===== config.mk =====
export PLATFORM = sky130hd
export DESIGN_NAME = l2_wb_drain
export DESIGN_NICKNAME = d
export VERILOG_FILES = /design/src/rtl/RVS192_package.sv /design/src/rtl/wb_drain_timer.sv /design/src/rtl/l2_wb_drain.sv
export SDC_FILE = /design/constraint.sdc
export NUM_CORES = 1
export LEC_CHECK = 0
export CORE_ASPECT_RATIO = 0.9
export CORE_MARGIN = 3
export CORE_UTILIZATION = 45
export CTS_CLUSTER_DIAMETER = 50
export DETAILED_ROUTE_END_ITERATION = 6
export GPL_TIMING_DRIVEN = 0
export HOLD_SLACK_MARGIN = 0.03
export PLACE_DENSITY_LB_ADDON = 0.05
export SYNTH_ARGS = -nofsm -noshare
export SYNTH_HDL_FRONTEND = slang
export SYNTH_HIERARCHICAL = 1
export SYNTH_SLANG_ARGS = --single-unit

===== constraint.sdc =====
create_clock -name clk_l2 -period 3 [get_ports clk_l2]
set_input_delay 0.6 -clock clk_l2 [delete_from_list [all_inputs] [get_ports clk_l2]]
set_output_delay 0.6 -clock clk_l2 [all_outputs]
set_load 0.01 [all_outputs]

===== src/rtl/RVS192_package.sv =====
// Shared types and default constants for the L2 write-buffer drain engine.
package RVS192_package;

  localparam int unsigned DefMaxRetry      = 3;
  localparam int unsigned DefTimeoutCycles = 255;

  typedef enum logic [2:0] {
    StIdle,
    StFetch,
    StIssue,
    StWaitResp,
    StPop
  } drain_state_t;

endpackage


===== src/rtl/wb_drain_timer.sv =====
// Response timeout counter for l2_wb_drain; only instantiated when
// WB_DRAIN_TIMEOUT_EN is defined.
module wb_drain_timer
  import RVS192_package::*;
#(
  parameter int unsigned TIMEOUT_CYCLES = DefTimeoutCycles
) (
  input  logic clk_l2,
  input  logic rst_n,
  input  logic run,
  output logic expired
);

  localparam int unsigned CntW = (TIMEOUT_CYCLES > 1) ? $clog2(TIMEOUT_CYCLES + 1) : 1;

  logic [CntW-1:0] r_cnt;

  // Count cycles spent waiting; restart whenever the wait ends or times out.
  always_ff @(posedge clk_l2) begin
    if (!rst_n) begin
      r_cnt <= '0;
    end else if (!run || expired) begin
      r_cnt <= '0;
    end else begin
      r_cnt <= r_cnt + 1'b1;
    end
  end

  // Fires on the TIMEOUT_CYCLES-th consecutive waiting cycle.
  assign expired = run && (r_cnt == CntW'(TIMEOUT_CYCLES - 1));

endmodule


===== src/rtl/l2_wb_drain.sv =====
// L2 write-buffer drain engine: pops entries from the write buffer and writes
// them to memory, retrying on error responses and discarding after MAX_RETRY.
// Optional feature macro: WB_DRAIN_TIMEOUT_EN (a missing response is treated
// as an error response after TIMEOUT_CYCLES).
module l2_wb_drain
  import RVS192_package::*;
#(
  parameter int unsigned DATA_LENGTH    = 32,
  parameter int unsigned TAG_LENGTH     = 30,
  parameter int unsigned MAX_RETRY      = DefMaxRetry,
  parameter int unsigned TIMEOUT_CYCLES = DefTimeoutCycles
) (
  input  logic                    clk_l2,
  input  logic                    rst_n,
  input  logic [DATA_LENGTH-1:0]  wb_data_in,
  input  logic [TAG_LENGTH-1:0]   wb_tag_in,
  input  logic                    wb_empty,
  output logic                    wb_load,
  input  logic                    drain_hold,
  output logic                    mem_req_valid,
  input  logic                    mem_req_ready,
  output logic [TAG_LENGTH+1:0]   mem_addr,
  output logic [DATA_LENGTH-1:0]  mem_wdata,
  input  logic                    mem_resp_valid,
  input  logic                    mem_resp_err,
  output logic                    idle,
  output logic                    err_sticky,
  output logic [15:0]             drain_count
);

  localparam int unsigned RetryW = (MAX_RETRY > 0) ? $clog2(MAX_RETRY + 1) : 1;

  drain_state_t            r_state;
  drain_state_t            w_state_d;
  logic [TAG_LENGTH-1:0]   r_tag;
  logic [DATA_LENGTH-1:0]  r_data;
  logic [RetryW-1:0]       r_retry;
  logic                    r_err;
  logic [15:0]             r_count;

  logic w_can_start;
  logic w_timeout;
  logic w_resp_ok;
  logic w_resp_fail;
  logic w_retry;
  logic w_discard;

`ifdef WB_DRAIN_TIMEOUT_EN
  wb_drain_timer #(
    .TIMEOUT_CYCLES (TIMEOUT_CYCLES)
  ) u_timer (
    .clk_l2  (clk_l2),
    .rst_n   (rst_n),
    .run     (r_state == StWaitResp),
    .expired (w_timeout)
  );
`else
  assign w_timeout = 1'b0;
`endif

  assign w_can_start = !wb_empty && !drain_hold;
  // A real response wins over a coincident timeout.
  assign w_resp_ok   = mem_resp_valid && !mem_resp_err;
  assign w_resp_fail = (mem_resp_valid && mem_resp_err) || (!mem_resp_valid && w_timeout);

  // Next-state decode plus retry/discard decisions for the datapath.
  always_comb begin
    w_state_d = r_state;
    w_retry   = 1'b0;
    w_discard = 1'b0;
    unique case (r_state)
      StIdle: begin
        if (w_can_start) w_state_d = StFetch;
      end
      StFetch: begin
        w_state_d = StIssue;
      end
      StIssue: begin
        if (mem_req_ready) w_state_d = StWaitResp;
      end
      StWaitResp: begin
        if (w_resp_ok) begin
          w_state_d = StPop;
        end else if (w_resp_fail) begin
          if (r_retry < RetryW'(MAX_RETRY)) begin
            w_retry   = 1'b1;
            w_state_d = StIssue;
          end else begin
            w_discard = 1'b1;
            w_state_d = StPop;
          end
        end
      end
      StPop: begin
        w_state_d = w_can_start ? StFetch : StIdle;
      end
      default: begin
        w_state_d = StIdle;
      end
    endcase
  end

  // State register.
  always_ff @(posedge clk_l2) begin
    if (!rst_n) begin
      r_state <= StIdle;
    end else begin
      r_state <= w_state_d;
    end
  end

  // Captured entry, retry counter, sticky error and retired-entry counter.
  always_ff @(posedge clk_l2) begin
    if (!rst_n) begin
      r_tag   <= '0;
      r_data  <= '0;
      r_retry <= '0;
      r_err   <= 1'b0;
      r_count <= '0;
    end else begin
      // Buffer head is valid at the end of FETCH (registered read).
      if (r_state == StFetch) begin
        r_tag  <= wb_tag_in;
        r_data <= wb_data_in;
      end
      if (w_retry) begin
        r_retry <= r_retry + 1'b1;
      end else if (r_state == StPop) begin
        r_retry <= '0;
      end
      if (w_discard) r_err <= 1'b1;
      if (r_state == StPop) r_count <= r_count + 16'd1;
    end
  end

  assign wb_load       = (r_state == StPop);
  assign mem_req_valid = (r_state == StIssue);
  assign idle          = (r_state == StIdle);
  assign mem_addr      = {r_tag, 2'b00};
  assign mem_wdata     = r_data;
  assign err_sticky    = r_err;
  assign drain_count   = r_count;

endmodule


==> metrics.sh, run 1 <==
ACHIEVABLE-FREQUENCY_MHz=386.4
AREA.GROWTH.SYNTH_TO_FINAL_PCT=54.28
SWITCHING_POWER_SUMMED_OVER_ALL_NETS_W=0.0005294
NETLIST_INSTANCES=392
DOMINANTREGCELLSYNTH='dfxtp_1'
STD_CELL_ROWS=29
POST_SYNTH_NUM_CELL_TYPES=36
CTS_TREE='built'
ANT_NETS=0
SEQUENTIALPOWERSHARE_PCT=49.8
SYNTH_ASYNC_SR_FLOP_SHARE_PCT=0
FIRST_PASS_GRT_WIRE_LENGTH_UM=13990
RSZ0062_AT_GRT='no'
INITIAL_CORE_UTIL_PCT=47.02
WORSTPATHMAXFANOUT=10
GRT_PASS1_VIAS=3034
DETAIL_ROUTE.FIRST_PASS.ITERATIONS=4
DIE_X_UM=97.10
DR.FIRST_ITER.DRC_COUNT=75
NETLIST_TOP_CELLS_AREA='dfxtp_1 (50%), nand2_1 (15%), a21boi_0 (14%), clkbuf_1 (2.6%), mux2i_1 (1.8%)'
VIAS_PER_CELL=4.738
HOLDCRITPATHCLASS='register to register'
YOSYS_REGISTER_BITS=84
SYNTH_SEQUENTIAL_AREA_RATIO_PCT=50.04
POST-ROUTE-PERIOD-UTIL_PCT=86.27
CLKLATENCYLATEPIN_NS=0.34
CP_DATA_REQUIRED_TIME_NS=2.40
SHARE_CLK_OF_TOTAL_POWER_PCT=36.9
TIMING.CRITICAL_PATH.MAX_DELAY_FAMILY='buffers and inverters'
PORTBUFFERS=149
CLOCK_TREE.ROOT_CELL='clkbuf_8'
GRT-OVFL-TOTAL=0
CAP_VIOLATIONS=0
DP_WORST_SETUP_SLACK_NS=0.7614
CLOCK_SKEW_NS=0.01080
COMBPWRFRAC_PCT=13.3
FINAL-SETUP-VIOL-COUNT=0
MAXIMUM_COUNT_OF_CLOCK_BUFFERS_ALONG_A_SINGLE_PATH=2
CLOCK_SINK_COUNT=84
WORST_PATH_LARGEST_CELL_DELAY_NS=0.64
POWER.STATIC_LEAKAGE_nW=1.785
FIN_CRIT_NS=2.588
GLOBAL_ROUTE.USAGE.TOTAL_PCT=20.29
CRITPATHSLOWESTCELL='clkdlybuf4s50_1'
CTS_MAX_LEVEL=3
SYNTH.CELLS.MOST_FREQUENT='nand2_1 (135), dfxtp_1 (84), a21boi_0 (63)'
GP_CONGESTION=0.7967
CRIT_TYPE='register to primary output'
HOLD_VIOLATION_TOTAL_FROM_THE_FINAL_REPORT=0
TIMING_MAX_TRANSITION_VIOLATIONS_FINAL=0
DRC_ERRORS=0
SYNTH.LARGEST_AREA_CELL='dfxtp_1'
CTS_POST_SETUP_BUFFERS_INSERTED=0
TIMING.MAX_SLEW.REL_SLACK_PCT=64.62
RESULT_OF_THE_RUN='complete, no violations'
POST_ROUTE_CELLS_DRIVE_ABOVE_1_SHARE_PCT=3.957
NETS=624
CTS_MADE_BUFFERS=9
NUMBER_OF_ANTENNA_VIOLATIONS_AT_THE_FIRST_CHECK_IN_GLOBAL_ROUTING=0
TIGHTESTPINTRANSITION_NS=0.5258
ROUTE.DETAILED.WL_PER_INST_UM=13.14
DETAILED_PLACE_HPWL_UM=6517
ROUTED-VIA-COUNT=3075
SETUP_SLACK_NS=0.4120
DIE_AREA_MM2=0.008543
DIE_HEIGHT_UM=87.99
TNS_NS=0
POSTCTSHOLDBUFS=0
SYN_AREA_PER_CELL_UM2=8.573
MOST_USED_STANDARD_CELL_BY_INSTANCE_COUNT_AFTER_SYNTHESIS='nand2_1'
CORE_AREA_MM2=0.007148
WORSTPATHCELLLIST='clkbuf_1, nor3b_2, clkdlybuf4s50_1'
END_KIND='primary output'
SYNTH.CELL_AREA_MM2=0.003361
WORST_EP_ARRIVAL_TIME_NS=1.99
CRITICAL_PATH.N_BUFFERS_INVERTERS=2
IRDROPWORSTVDD_mV=0.3818
POST_CTS.RESIZED_INSTANCES=0
SYNTH.YOSYS.WARNINGS=6
BOUNDARYPINS=153
POWER-PER-CELL-AREA_mW_PER_MM2=452.9
CTS.REPORTEDPATHS.CLKPINSLEW_NS=0.08
LARGEST_NET_DEGREE_AT_THE_START_OF_GLOBAL_ROUTING=14
SYNTH_TOP_CELL_AREA_SHARE_PCT=50.04
ROUTED_WL_UM=8531
TIMING.CRITICAL_PATH.FROM_TYPE='register'
POWER.SHARE.SWITCHING_PCT=22.55
SYNTH-EDFF-COUNT=0
INSERTEDDIODECOUNT=0
INTPOWER_W=0.001819
[placed cells by master, fill, tap and decap left out, types with 3 or more instances in the layout]
| cell type | instances |
|---|---|
| a21boi_0 | 63 |
| a21boi_1 | 3 |
| and2_1 | 8 |
| clkbuf_1 | 23 |
| clkbuf_8 | 10 |
| clkdlybuf4s50_1 | 149 |
| dfxtp_1 | 84 |
| inv_1 | 4 |
| mux2i_1 | 6 |
| nand2_1 | 135 |
| nand2b_1 | 5 |
| nand3_1 | 4 |
| nand4_1 | 3 |
| nor2_1 | 4 |
| nor2b_1 | 5 |
| nor3_1 | 5 |
| nor3b_1 | 3 |
| o21ai_0 | 4 |
| or3_1 | 3 |
| xnor2_1 | 6 |
[worst register-to-register path: stages, from the launching register on]
cell and delay (ns):
dfxtp_1 0.34, clkbuf_1 0.32, and2_1 0.18, clkbuf_1 0.32
clkbuf_1 0.39, nand2_1 0.09, a21boi_0 0.20
[final timing paths]
path | from | end | slack [ns] | cells after the start
worst max register to register | r_state[0] | r_tag[13] | 1.07 | 6
worst max-delay path | r_state[0] | wb_load | 0.41 | 3
worst min register to register | mem_wdata[4] | mem_wdata[4] | 0.46 | 2
worst min-delay path | mem_wdata[4] | mem_wdata[4] | 0.46 | 2
[routing by layer]
| layer | track usage, % | part of all wire, % |
|---|---|---|
| met2 | 35.21 | 47 |
| met4 | 4.082 | 0.66 |
| met5 | 0 | 0 |
| met3 | 10.59 | 10 |
| met1 | 22.63 | 42 |
[state kept, by name (all words and copies together), names as in the netlist]
name,flops
r_state,3
r_tag,30
r_retry,2
drain_count,16
mem_wdata,32
err_sticky,1
[metrics by stage]
stage               area, µm²  std cells  total power, W  util (%)  hold slack (ns)
finish                   5185        649        0.002348     72.54           0.4626
global placement         4972        635        0.001505     69.56           0.4490
global route             5185        649        0.002458     72.54           0.4869
detailed placement       4972        635        0.001511     69.56           0.4556
CTS                      5185        649        0.002377     72.54           0.4671
floorplan                3364        393        0.001316         -           0.4863
[layout make-up]
type	count	area, µm²
multi-input combinational	278	1550
fill	572	1963
buffer	27	117.6
clock inverter	4	75.07
sequential	84	1682
clock buffer	10	137.6
inverter	4	15.01
tap	93	116.4
timing repair buffer	149	1491
[power groups by stage]
stage	clock [W]	sequential, W	combinational, W
after floorplan	0	0.00121	0.000103
after global placement	0	0.00119	0.000311
after detailed placement	0	0.00120	0.000314
after CTS	0.000891	0.00117	0.000316
after global routing	0.000942	0.00117	0.000343
final	0.000866	0.00117	0.000312
[cells by family after synthesis]
| group | share of synthesized area, % |
|---|---|
| AO/OA/AOI/OAI | 16.64 |
| AND/OR/NAND/NOR | 24.91 |
| flip-flops | 50.04 |
| other | 0.1116 |
| adder cells (fa/ha/maj) | 0.7445 |
| multiplexers | 1.787 |
| XOR/XNOR | 1.824 |
| buffers and inverters | 3.946 |
Power figures use the tool's default switching activity.
==> inputs of run 2 (changes only) <==
--- a/config.mk
+++ b/config.mk
@@ -13,6 +13,7 @@
 export GPL_TIMING_DRIVEN = 0
 export HOLD_SLACK_MARGIN = 0.03
 export PLACE_DENSITY_LB_ADDON = 0.05
+export SLEW_MARGIN = 0
 export SYNTH_ARGS = -nofsm -noshare
 export SYNTH_HDL_FRONTEND = slang
 export SYNTH_HIERARCHICAL = 1
==> results of run 2 <==
Same layout as run 1: the final DEF is identical, and so are final timing and power.
